## src/rtl/comparador_nbit_serial_pkg.sv

```systemverilog
// Shared types for the bit-serial magnitude comparator: FSM state encoding
// and counter sizing helper.
package comparador_nbit_serial_pkg;

    typedef enum logic [1:0] {
        ST_IDLE = 2'd0,
        ST_RUN  = 2'd1,
        ST_DONE = 2'd2
    } state_t;

    localparam int unsigned N_DEFAULT = 8;

    function automatic int unsigned cnt_width(input int unsigned n);
        return (n < 2) ? 1 : $clog2(n);
    endfunction

endpackage

```

## src/rtl/comparador_nbit_serial_if.sv

```systemverilog
// Operand/handshake bundle between a requester (master) and the
// bit-serial comparator (slave).
interface comparador_nbit_serial_if #(
    parameter int unsigned N = 8
);

    logic         start;
    logic [N-1:0] a;
    logic [N-1:0] b;
    logic         busy;
    logic         done;
    logic         eq;
    logic         gt;
    logic         lt;

    modport master (
        output start, a, b,
        input  busy, done, eq, gt, lt
    );

    modport slave (
        input  start, a, b,
        output busy, done, eq, gt, lt
    );

endinterface

```

## src/rtl/comparador_nbit_serial_celda.sv

```systemverilog
// Single-bit comparison stage: once eq_in drops, the stage can no longer
// raise a new gt/lt, so the first differing bit decides the result.
module comparador_celda (
    input  logic a_bit,
    input  logic b_bit,
    input  logic eq_in,
    output logic eq_out,
    output logic gt_out,
    output logic lt_out
);

    always_comb begin
        eq_out = eq_in & ~(a_bit ^ b_bit);
        gt_out = eq_in &  a_bit & ~b_bit;
        lt_out = eq_in & ~a_bit &  b_bit;
    end

endmodule

```

## src/rtl/comparador_nbit_serial.sv

```systemverilog
// Bit-serial unsigned N-bit comparator, MSB first, busy/done handshake.
// Define COMPARADOR_EARLY_EXIT_EN to finish on the first differing bit.
module comparador_nbit_serial
    import comparador_nbit_serial_pkg::*;
#(
    parameter int unsigned N = N_DEFAULT
) (
    input logic                     clk,
    input logic                     rst,
    comparador_nbit_serial_if.slave bus
);

    localparam int unsigned CW = cnt_width(N);

    state_t        state;
    state_t        state_nxt;
    logic [N-1:0]  sh_a;
    logic [N-1:0]  sh_b;
    logic [CW-1:0] cnt;
    logic          eq_acc;
    logic          gt_acc;
    logic          lt_acc;
    logic          res_eq;
    logic          res_gt;
    logic          res_lt;
    logic          cell_eq;
    logic          cell_gt;
    logic          cell_lt;
    logic          accept;
    logic          finish;
    logic          gt_nxt;
    logic          lt_nxt;

    comparador_celda u_celda (
        .a_bit  (sh_a[N-1]),
        .b_bit  (sh_b[N-1]),
        .eq_in  (eq_acc),
        .eq_out (cell_eq),
        .gt_out (cell_gt),
        .lt_out (cell_lt)
    );

    always_comb begin
        accept    = 1'b0;
        finish    = 1'b0;
        state_nxt = state;
        gt_nxt    = gt_acc | cell_gt;
        lt_nxt    = lt_acc | cell_lt;

        case (state)
            ST_IDLE: begin
                accept = bus.start;
                if (bus.start)
                    state_nxt = ST_RUN;
            end
            ST_RUN: begin
`ifdef COMPARADOR_EARLY_EXIT_EN
                // A dropping eq_acc marks the deciding bit; later bits are irrelevant.
                finish = (cnt == CW'(N - 1)) || (eq_acc && !cell_eq);
`else
                finish = (cnt == CW'(N - 1));
`endif
                if (finish)
                    state_nxt = ST_DONE;
            end
            ST_DONE: begin
                accept    = bus.start;
                state_nxt = bus.start ? ST_RUN : ST_IDLE;
            end
            default: state_nxt = ST_IDLE;
        endcase
    end

    always_ff @(posedge clk) begin
        if (rst)
            state <= ST_IDLE;
        else
            state <= state_nxt;
    end

    always_ff @(posedge clk) begin
        if (rst) begin
            sh_a   <= '0;
            sh_b   <= '0;
            cnt    <= '0;
            eq_acc <= 1'b0;
            gt_acc <= 1'b0;
            lt_acc <= 1'b0;
            res_eq <= 1'b0;
            res_gt <= 1'b0;
            res_lt <= 1'b0;
        end else if (accept) begin
            sh_a   <= bus.a;
            sh_b   <= bus.b;
            cnt    <= '0;
            eq_acc <= 1'b1;
            gt_acc <= 1'b0;
            lt_acc <= 1'b0;
            res_eq <= 1'b0;
            res_gt <= 1'b0;
            res_lt <= 1'b0;
        end else if (state == ST_RUN) begin
            sh_a   <= {sh_a[N-2:0], 1'b0};
            sh_b   <= {sh_b[N-2:0], 1'b0};
            eq_acc <= cell_eq;
            gt_acc <= gt_nxt;
            lt_acc <= lt_nxt;
            if (finish) begin
                res_eq <= cell_eq;
                res_gt <= gt_nxt;
                res_lt <= lt_nxt;
            end else begin
                cnt <= cnt + 1'b1;
            end
        end
    end

    assign bus.busy = (state == ST_RUN);
    assign bus.done = (state == ST_DONE);
    assign bus.eq   = res_eq;
    assign bus.gt   = res_gt;
    assign bus.lt   = res_lt;

endmodule

```

## src/flat_wrapper.sv

```systemverilog
// flat-port wrapper written by rule: the top's interface ports become plain ports
module comparador_nbit_serial_flat import comparador_nbit_serial_pkg::*;
#(
    parameter int unsigned N = N_DEFAULT
)
  (clk, rst, bus_start, bus_a, bus_b, bus_busy, bus_done, bus_eq, bus_gt, bus_lt);
  comparador_nbit_serial_if #(.N(N)) bus_i ();
  input logic clk;
  input logic rst;
  input wire logic [$bits(bus_i.start)-1:0] bus_start;
  input wire logic [$bits(bus_i.a)-1:0] bus_a;
  input wire logic [$bits(bus_i.b)-1:0] bus_b;
  output wire logic [$bits(bus_i.busy)-1:0] bus_busy;
  output wire logic [$bits(bus_i.done)-1:0] bus_done;
  output wire logic [$bits(bus_i.eq)-1:0] bus_eq;
  output wire logic [$bits(bus_i.gt)-1:0] bus_gt;
  output wire logic [$bits(bus_i.lt)-1:0] bus_lt;
  assign bus_i.start = bus_start;
  assign bus_i.a = bus_a;
  assign bus_i.b = bus_b;
  assign bus_busy = bus_i.busy;
  assign bus_done = bus_i.done;
  assign bus_eq = bus_i.eq;
  assign bus_gt = bus_i.gt;
  assign bus_lt = bus_i.lt;
  comparador_nbit_serial #(.N(N)) u_core (.clk(clk), .rst(rst), .bus(bus_i));
endmodule
```

## config.mk

```make
export PLATFORM = sky130hd
export DESIGN_NAME = comparador_nbit_serial_flat
export DESIGN_NICKNAME = d
export VERILOG_FILES = /design/src/rtl/comparador_nbit_serial_pkg.sv /design/src/rtl/comparador_nbit_serial_if.sv /design/src/rtl/comparador_nbit_serial_celda.sv /design/src/rtl/comparador_nbit_serial.sv /design/src/flat_wrapper.sv
export SDC_FILE = /design/constraint.sdc
export NUM_CORES = 1
export LEC_CHECK = 0
export CORE_MARGIN = 1.5
export CORE_UTILIZATION = 35
export CTS_CLUSTER_DIAMETER = 40
export DETAILED_ROUTE_END_ITERATION = 10
export HOLD_SLACK_MARGIN = 0.1
export PLACE_DENSITY_LB_ADDON = 0.25
export REMOVE_ABC_BUFFERS = 1
export SLEW_MARGIN = 40
export SYNTH_ARGS = -nofsm -noshare
export SYNTH_HDL_FRONTEND = slang
export SYNTH_SLANG_ARGS = --single-unit
```

## constraint.sdc

```tcl
create_clock -name clk -period 1.7 [get_ports clk]
set_clock_uncertainty 0.2 [all_clocks]
set_input_delay 0.255 -clock clk [delete_from_list [all_inputs] [get_ports clk]]
set_output_delay 0.255 -clock clk [all_outputs]
set_load 0.02 [all_outputs]
```

==> out/summary.json, run 1 <==
{
  "global_route": {
    "grt_overflow": 0,
    "grt_antenna_before_repair": 0,
    "grt_util_all_layers_pct": 14.5,
    "grt_start_max_net_pins": 21,
    "first_global_vias": 971,
    "grt_pass1_wl_um": 4060
  },
  "place": {
    "place_worst_setup_slack_ns": 0.0269,
    "buffer_ports.inserted": 23,
    "globalplace.congestion": 0.664
  },
  "drt": {
    "dr.first_iter.drc_count": 31,
    "drt_pass1_iterations": 4,
    "aggregate_routed_wire_length_um": 2370,
    "drt-wirelength-per-cell_um": 12.1,
    "drt.antenna.violating_nets": 0,
    "detail_route.drc_violations": 0,
    "detail_route.vias_per_cell": 4.98,
    "via_total_after_detailed_routing": 977
  },
  "power": {
    "combinationalPowerShare_pct": 18.7,
    "ir_worst_vdd_uv": 489,
    "netSwitchingPower_uw": 325,
    "powerDensity_nw_per_um2": 781,
    "netSwitchingFraction_pct": 27.1,
    "leakagePower_nw": 0.561,
    "clock_power_share_pct": 23.5,
    "power_report.internal_total_uw": 875,
    "seq_power_share_pct": 57.7
  },
  "timing": {
    "max_slew.worst_pin.slew_ns": 0.360,
    "period_minus_slack_ns": 1.61,
    "final-setup-viol-count": 0,
    "timing.max_slew.rel_slack_pct": 76.0,
    "finalMaxSlewViolations": 0,
    "rsz_0062_raised_after_global_routing": "no",
    "layout_worst_path_cycle_share_pct": 94.9,
    "report.final.hold_viol_count": 0,
    "fmax_ghz": 0.620,
    "fin_tns_setup_ns": 0,
    "fin_ws_ns": 0.0862
  },
  "clocking": {
    "clk_pin_slew_ns": 0.13,
    "clock_latency_ns": 0.33,
    "cts-htree-levels": 1,
    "clock_tree_from_tritoncts": "built",
    "cts_num_sinks": 27,
    "clockRootBuffer": "clkbuf_4",
    "postCtsSetupRepairBufs": 0,
    "cts_inserted_buffers": 3,
    "ctsLongestPathBuffers": 2
  },
  "floorplan": {
    "die_area_um2": 3790,
    "num_rows": 21,
    "initial_utilization_pct": 36.2,
    "core_area_um2": 3310,
    "fp.dieW_um": 61.6,
    "design.portCount": 24,
    "die_y_um": 61.6
  },
  "final_layout": {
    "post_layout_nets": 172,
    "syn_to_final_growth_pct": 28.0,
    "layout-drive-gt1-share_pct": 22.0,
    "fill_cells": 343,
    "final_cell_mix": "26 x dfxtp_1, 20 x a21oi_1, 18 x clkdlybuf4s50_1, 13 x nand3_1, 10 x a22oi_2",
    "share_of_the_core_filled_with_cells_in_the_final_layout_pct": 46.4,
    "antenna_cells_inserted": 0,
    "most_common_cell_after_layout_fill_and_taps_aside": "dfxtp_1"
  },
  "logic_synthesis": {
    "dominantRegCellSynth": "dfxtp_1",
    "synth-warning-count": 0,
    "ys_async_sr_fraction_pct": 0,
    "synthesized_instance_count": 124,
    "yosys-top-cells-area": "dfxtp_1 45%, a22oi_2 10%, a21oi_1 8.3%, nand3_1 5.4%, buf_4 3.1%",
    "synth_edf_count": 0,
    "synth.top_cell.area_share_pct": 45.0,
    "mean_instance_size_in_the_synthesized_netlist_um2": 9.68,
    "total_of_flip_flops_plus_latches_after_synthesis": 27,
    "yosysSeqAreaShare_pct": 45.0,
    "syn-cell-area_um2": 1200,
    "netlist-cell-type-count": 26,
    "post_synth_top_area_cell": "dfxtp_1"
  },
  "setup_path": {
    "criticalPathCategory": "flip-flop to output port",
    "crit_required_ns": 1.24,
    "timing.critical_path.to_type": "output port",
    "critPathMaxFanout": 4,
    "critical_path_arrival_ns": 1.16,
    "setup.worst_path.start_class": "flip-flop"
  },
  "flow_run": {
    "maxCapViolCount": 0
  },
  "outcome": {
    "run_status": "completed"
  },
  "min_path": {
    "hold_path_class": "flip-flop to flip-flop"
  }
}
## worst paths after layout
kind / from / to / slack, ns / cells past startpoint
setup / recovery: u_core.state[1]$_SDFFE_PP0P_ / bus_done / 0.09 / 2
hold / removal: u_core.bus.eq$_SDFFE_PP0P_ / u_core.bus.eq$_SDFFE_PP0P_ / 0.27 / 2
setup reg to reg: u_core.cnt[0]$_SDFFE_PP0P_ / u_core.cnt[0]$_SDFFE_PP0P_ / 0.14 / 5
hold reg to reg: u_core.bus.eq$_SDFFE_PP0P_ / u_core.bus.eq$_SDFFE_PP0P_ / 0.27 / 2
## flip-flops by register name (all words and copies together) (netlist names)
register / count
u_core.sh_a: 8
u_core.sh_b: 8
u_core.cnt: 3
u_core.state: 2
u_core.bus.eq: 1
u_core.bus.gt: 1
u_core.bus.lt: 1
u_core.eq_acc: 1
u_core.gt_acc: 1
u_core.lt_acc: 1
## cells by family after synthesis
group	synth area share, %
compound gates	23.0
fa+ha+maj	2.09
simple gates	19.9
xor+xnor	1.46
flops	45.0
mux	0.834
buf+inv	7.61
## power by group through the flow
stage / Combinational (mW) / Clock [mW] / Sequential (mW)
after floorplan: 0.113 / 0 / 0.700
after global placement: 0.222 / 0 / 0.704
after detailed placement: 0.226 / 0 / 0.705
after CTS: 0.227 / 0.293 / 0.692
after global routing: 0.245 / 0.333 / 0.699
final: 0.225 / 0.282 / 0.693
## routing by layer
metal | track usage (%) | vias to the layer above | part of all wire (%)
met1 | 16.9 | 454 | 46
met5 | 0 | - | 0
li1 | - | 501 | -
met4 | 6.38 | 0 | 1.4
met2 | 25.7 | 18 | 49
met3 | 2.52 | 4 | 3.7
## metrics by stage
| step | instances | hold WS, ns | total power, mW | instance area (um^2) |
|---|---|---|---|---|
| 5_1_grt | 196 | 0.270 | 1.28 | 1540 |
| 6_report | 196 | 0.268 | 1.20 | 1540 |
| 4_1_cts | 196 | 0.272 | 1.21 | 1530 |
| 2_1_floorplan | 113 | 0.124 | 0.813 | 1110 |
| 3_5_place_dp | 192 | 0.257 | 0.932 | 1500 |
| 3_3_place_gp | 192 | 0.251 | 0.926 | 1500 |
## Yosys cell counts, types with 3 or more instances
master    count
dfxtp_1      27
a21oi_1      20
nand3_1      13
a22oi_2      10
nor3_1        7
nor2_1        6
buf_4         5
nand2_1       4
buf_6         3
nand2b_1      3
o21ai_1       3
## worst max-delay path: stages (launching register included)
cell	delay, ns
dfxtp_1	0.40
nor2b_1	0.14
clkdlybuf4s15_1	0.30
## cell type report
type                    instances  area, um^2  share of cell area (%)
multi-input cells              85         576                    37.5
flip-flops and latches         27         542                    35.3
repair buffers                 33         328                    21.3
well taps                      46        57.6                    3.75
clock buffers                   3        22.5                    1.47
inverters                       1        6.26                   0.407
clock inverters                 1        5.00                   0.326
## what timing repair did
item / CTS / global route
setup endpoints to repair: 5 / 2
resized for setup: 8 / 2
pin swaps: 0 / 0
cloned: 0 / 0
hold buffers: 0 / 0
No activity file was read; power rests on OpenSTA's default activity.
==> inputs of run 2 (changes only) <==
--- a/config.mk
+++ b/config.mk
@@ -16,3 +16,4 @@
 export SYNTH_ARGS = -nofsm -noshare
 export SYNTH_HDL_FRONTEND = slang
 export SYNTH_SLANG_ARGS = --single-unit
+export TNS_END_PERCENT = 10
==> out/summary.json, run 2 (same netlist as run 1, synthesis figures left out) <==
{
  "outcome": {
    "run_status": "completed"
  },
  "clocking": {
    "clock_tree_from_tritoncts": "built",
    "clk_pin_slew_ns": 0.13,
    "cts_inserted_buffers": 3,
    "ctsLongestPathBuffers": 2,
    "clockRootBuffer": "clkbuf_4",
    "clock_latency_ns": 0.33,
    "postCtsSetupRepairBufs": 0,
    "cts-htree-levels": 1,
    "cts_num_sinks": 27
  },
  "drt": {
    "drt-wirelength-per-cell_um": 12.1,
    "drt_pass1_iterations": 4,
    "detail_route.vias_per_cell": 4.98,
    "aggregate_routed_wire_length_um": 2370,
    "detail_route.drc_violations": 0,
    "drt.antenna.violating_nets": 0,
    "via_total_after_detailed_routing": 976,
    "dr.first_iter.drc_count": 31
  },
  "final_layout": {
    "final_cell_mix": "26 x dfxtp_1, 20 x a21oi_1, 18 x clkdlybuf4s50_1, 13 x nand3_1, 10 x a22oi_2",
    "layout-drive-gt1-share_pct": 21.3,
    "area_of_the_multi_input_gates_um2": 568,
    "post_layout_nets": 172,
    "regArea_um2": 542,
    "most_common_cell_after_layout_fill_and_taps_aside": "dfxtp_1",
    "fill_cells": 345,
    "syn_to_final_growth_pct": 27.4,
    "top_regs": "u_core.sh_a: 8 flops, u_core.sh_b: 8 flops, u_core.cnt: 3 flops",
    "antenna_cells_inserted": 0
  },
  "global_route": {
    "grt_antenna_before_repair": 0,
    "grt_overflow": 0,
    "grt_pass1_wl_um": 4060,
    "first_global_vias": 971,
    "grt_start_max_net_pins": 21,
    "grt_util_all_layers_pct": 14.5
  },
  "floorplan": {
    "die_area_um2": 3790,
    "fp.dieW_um": 61.6,
    "initial_utilization_pct": 36.2,
    "num_rows": 21,
    "die_y_um": 61.6,
    "core_area_um2": 3310,
    "design.portCount": 24
  },
  "timing": {
    "fin_hold_ws_ns": 0.268,
    "final-setup-viol-count": 0,
    "layout_worst_path_cycle_share_pct": 96.2,
    "fmax_ghz": 0.611,
    "timing.max_slew.rel_slack_pct": 76.0,
    "fin_ws_ns": 0.0645,
    "rsz_0062_raised_after_global_routing": "yes",
    "fin_tns_setup_ns": 0,
    "report.final.hold_viol_count": 0,
    "period_minus_slack_ns": 1.64,
    "max_slew.worst_pin.slew_ns": 0.360,
    "finalMaxSlewViolations": 0
  },
  "power": {
    "ir_worst_vdd_uv": 487,
    "clock_power_share_pct": 23.6,
    "netSwitchingPower_uw": 323,
    "netSwitchingFraction_pct": 27.0,
    "total_power_mw": 1.20,
    "combinationalPowerShare_pct": 18.6,
    "power_report.internal_total_uw": 874,
    "leakagePower_nw": 0.560,
    "powerDensity_nw_per_um2": 783,
    "seq_power_share_pct": 57.8
  },
  "setup_path": {
    "critical_path_arrival_ns": 1.18,
    "critical_path.reg2reg.startpoint": "u_core.cnt[0]$_SDFFE_PP0P_",
    "r2r.worst_path.cells": 5,
    "setup.worst_path.start_class": "flip-flop",
    "crit_required_ns": 1.24,
    "r2r_setup_slack_ns": 0.14,
    "criticalPathCategory": "flip-flop to output port",
    "worst_r2r_endpoint": "u_core.cnt[0]$_SDFFE_PP0P_",
    "critPathMaxFanout": 4,
    "timing.critical_path.to_type": "output port"
  },
  "min_path": {
    "whs_endpoint": "u_core.bus.eq$_SDFFE_PP0P_",
    "whs_path_depth": 2,
    "hold_path_class": "flip-flop to flip-flop",
    "hold_path_startpoint": "u_core.bus.eq$_SDFFE_PP0P_"
  },
  "place": {
    "buffer_ports.inserted": 23,
    "place_worst_setup_slack_ns": 0.0269,
    "globalplace.congestion": 0.664
  },
  "flow_run": {
    "maxCapViolCount": 0
  }
}
run 2: cell counts in the layout (fill, tap and decap cells not counted):
No cell type changed its count.
run 2: critical path, stage by stage (launching register included):
cell and delay (ns):
dfxtp_1 0.36, nand2b_1 0.20, inv_4 0.07, clkdlybuf4s15_2 0.25
run 2: how the worst max path moves through the flow:
| stage | start | end | cells past startpoint |
|---|---|---|---|
| after global routing | u_core.state[1]$_SDFFE_PP0P_ | bus_busy | 3 |
| after global placement | bus_start | u_core.sh_b[6]$_SDFFE_PP0P_ | 6 |
| after floorplan | u_core.state[0]$_SDFFE_PP0P_ | u_core.sh_a[0]$_SDFFE_PP0P_ | 3 |
| final | u_core.state[1]$_SDFFE_PP0P_ | bus_busy | 3 |
| after detailed placement | bus_start | u_core.sh_b[6]$_SDFFE_PP0P_ | 6 |
| after CTS | u_core.state[1]$_SDFFE_PP0P_ | bus_busy | 3 |
run 2: layout make-up:
cell class              instances  share of cell area (%)
clock buffers                   3                    1.47
clock inverters                 1                   0.327
inverters                       1                   0.409
multi-input cells              85                    37.2
flip-flops and latches         27                    35.4
well taps                      46                    3.76
repair buffers                 33                    21.4
run 2: per-layer routing:
| metal | global-route usage (%) | share of wire [%] | up-vias |
|---|---|---|---|
| met4 | 6.38 | 1.4 | 0 |
| met1 | 16.9 | 45 | 453 |
| li1 | - | - | 501 |
| met3 | 2.52 | 3.8 | 4 |
| met2 | 25.7 | 49 | 18 |
| met5 | 0 | 0 | - |
run 2: stage by stage:
stage          util, %  std cells  area, um^2
2_1_floorplan        -        113        1110
3_3_place_gp      45.4        192        1500
3_5_place_dp      45.4        192        1500
4_1_cts           46.1        196        1530
5_1_grt           46.2        196        1530
6_report          46.2        196        1530
run 2: power groups by stage:
| stage | sequential [mW] | combinational (mW) | clock (mW) |
|---|---|---|---|
| floorplan | 0.700 | 0.113 | 0 |
| global placement | 0.704 | 0.222 | 0 |
| detailed placement | 0.705 | 0.226 | 0 |
| CTS | 0.692 | 0.227 | 0.293 |
| global route | 0.698 | 0.244 | 0.333 |
| finish | 0.692 | 0.223 | 0.282 |
run 2: what timing repair did:
item,CTS,global route
gates resized for setup,8,1
endpoints found under the setup margin,5,2
hold endpoints to repair,0,0
hold buffers,0,0
==> inputs of run 3 (changes only) <==
--- a/config.mk
+++ b/config.mk
@@ -5,7 +5,7 @@
 export SDC_FILE = /design/constraint.sdc
 export NUM_CORES = 1
 export LEC_CHECK = 0
-export CORE_MARGIN = 1.5
+export CORE_MARGIN = 2
 export CORE_UTILIZATION = 35
 export CTS_CLUSTER_DIAMETER = 40
 export DETAILED_ROUTE_END_ITERATION = 10
==> out/summary.json, run 3 (same netlist as run 1, synthesis figures left out) <==
{
  "outcome": {
    "run_status": "completed"
  },
  "floorplan": {
    "design.portCount": 24,
    "die_area_um2": 3910,
    "num_rows": 21,
    "initial_utilization_pct": 36.2,
    "die_y_um": 62.6,
    "core_area_um2": 3310,
    "fp.dieW_um": 62.6
  },
  "final_layout": {
    "layout-drive-gt1-share_pct": 22.8,
    "syn_to_final_growth_pct": 25.7,
    "top_regs": "u_core.sh_a: 8 flops, u_core.sh_b: 8 flops, u_core.cnt: 3 flops",
    "antenna_cells_inserted": 0,
    "final_cell_mix": "26 x dfxtp_1, 20 x a21oi_1, 18 x clkdlybuf4s50_1, 13 x nand3_1, 10 x a22oi_2",
    "post_layout_nets": 171,
    "most_common_cell_after_layout_fill_and_taps_aside": "dfxtp_1"
  },
  "drt": {
    "aggregate_routed_wire_length_um": 2400,
    "detail_route.drc_violations": 0,
    "wl_met2_um": 1160,
    "drt-wirelength-per-cell_um": 12.3,
    "detail_route.vias_per_cell": 4.98,
    "dr.first_iter.drc_count": 25,
    "via_total_after_detailed_routing": 971,
    "drt.antenna.violating_nets": 0,
    "metal1_wirelength_um": 1100,
    "maxUsedRoutingLayer": "met4",
    "drt_pass1_iterations": 4,
    "met3WireLength_um": 121
  },
  "clocking": {
    "clockRootBuffer": "clkbuf_4",
    "cts_inserted_buffers": 3,
    "cts-htree-levels": 1,
    "postCtsSetupRepairBufs": 0,
    "ctsLongestPathBuffers": 2,
    "clk_pin_slew_ns": 0.15,
    "cts_num_sinks": 27,
    "ctsHoldBuffers": 0,
    "clock_latency_ns": 0.32,
    "cts_resized": 7,
    "clock_tree_from_tritoncts": "built"
  },
  "timing": {
    "max_slew.worst_pin.slew_ns": 0.365,
    "final-setup-viol-count": 0,
    "rsz_0062_raised_after_global_routing": "yes",
    "period_minus_slack_ns": 1.60,
    "report.final.hold_viol_count": 0,
    "finalMaxSlewViolations": 0,
    "layout_worst_path_cycle_share_pct": 94.0,
    "fmax_ghz": 0.626,
    "fin_ws_ns": 0.102,
    "timing.max_slew.rel_slack_pct": 75.6
  },
  "power": {
    "netSwitchingFraction_pct": 26.6,
    "combinationalPowerShare_pct": 18.2,
    "clock_power_share_pct": 23.1,
    "power_report.internal_total_uw": 865,
    "leakagePower_nw": 0.553,
    "seq_power_share_pct": 58.7,
    "ir_worst_vdd_uv": 353,
    "total_power_mw": 1.18,
    "netSwitchingPower_uw": 314,
    "powerDensity_nw_per_um2": 782
  },
  "setup_path": {
    "setup.worst_path.start_class": "flip-flop",
    "critPathMaxFanout": 4,
    "criticalPathCategory": "flip-flop to flip-flop",
    "timing.critical_path.to_type": "flip-flop",
    "critical_path_arrival_ns": 1.61,
    "r2r.worst_path.cells": 5,
    "crit_required_ns": 1.72
  },
  "min_path": {
    "hold_path_class": "flip-flop to flip-flop",
    "whs_path_depth": 2
  },
  "global_route": {
    "grt_pass1_wl_um": 4130,
    "grt_start_max_net_pins": 21,
    "grt_util_all_layers_pct": 12.8,
    "first_global_vias": 968,
    "grt_overflow": 0,
    "grt_antenna_before_repair": 0
  },
  "place": {
    "dp_hpwl_um": 1690,
    "buffer_ports.inserted": 23,
    "globalplace.congestion": 0.710,
    "place_worst_setup_slack_ns": 0.0451
  },
  "flow_run": {
    "maxCapViolCount": 0
  }
}
-- run 3: cell types whose count changed in the layout (fill, tap and decap cells not counted), sizes merged --
cell and delta:
buf -1, clkbuf +2, clkdlybuf4s15 -2
-- run 3: worst paths after layout --
| kind | end | start | slack, ns |
|---|---|---|---|
| worst max register to register | u_core.cnt[0]$_SDFFE_PP0P_ | u_core.cnt[0]$_SDFFE_PP0P_ | 0.10 |
| worst min register to register | u_core.bus.eq$_SDFFE_PP0P_ | u_core.bus.eq$_SDFFE_PP0P_ | 0.28 |
| worst min-delay path | u_core.bus.eq$_SDFFE_PP0P_ | u_core.bus.eq$_SDFFE_PP0P_ | 0.28 |
| worst max-delay path | u_core.cnt[0]$_SDFFE_PP0P_ | u_core.cnt[0]$_SDFFE_PP0P_ | 0.10 |
-- run 3: layout make-up --
class                   count  area [um^2]
well taps                  46         57.6
fillers                   358         1800
flip-flops and latches     27          542
inverters                   1         6.26
clock inverters             1         5.00
clock buffers               3         22.5
multi-input cells          85          578
repair buffers             32          297
-- run 3: power by group through the flow --
stage                     Sequential, mW  Combinational (mW)  Clock [mW]
after floorplan                    0.700               0.113           0
after global placement             0.704               0.215           0
after detailed placement           0.706               0.218           0
after CTS                          0.692               0.217       0.290
after global routing               0.698               0.233       0.319
final                              0.692               0.214       0.273
-- run 3: per-stage QoR --
step           TNS (ns)  utilization (%)  hold WS, ns  instance area (um^2)  instances
2_1_floorplan    -0.365                -        0.124                  1110        113
3_3_place_gp          0             44.8        0.252                  1480        191
3_5_place_dp          0             44.8        0.260                  1480        191
4_1_cts               0             45.5        0.277                  1510        195
5_1_grt         -0.0945             45.5        0.274                  1510        195
6_report              0             45.5        0.275                  1510        195
-- run 3: critical path: stages (launching register included) --
cell and delay, ns:
dfxtp_1 0.35, ha_1 0.19, ha_1 0.22, nor3b_2 0.31, xnor2_1 0.16, nor2_1 0.05
-- run 3: metal layers --
layer  GRT usage, %  vias to the layer above
met5              0                        -
met1           15.5                      455
met4           3.33                        0
met2           22.6                       19
li1               -                      495
met3           3.24                        2
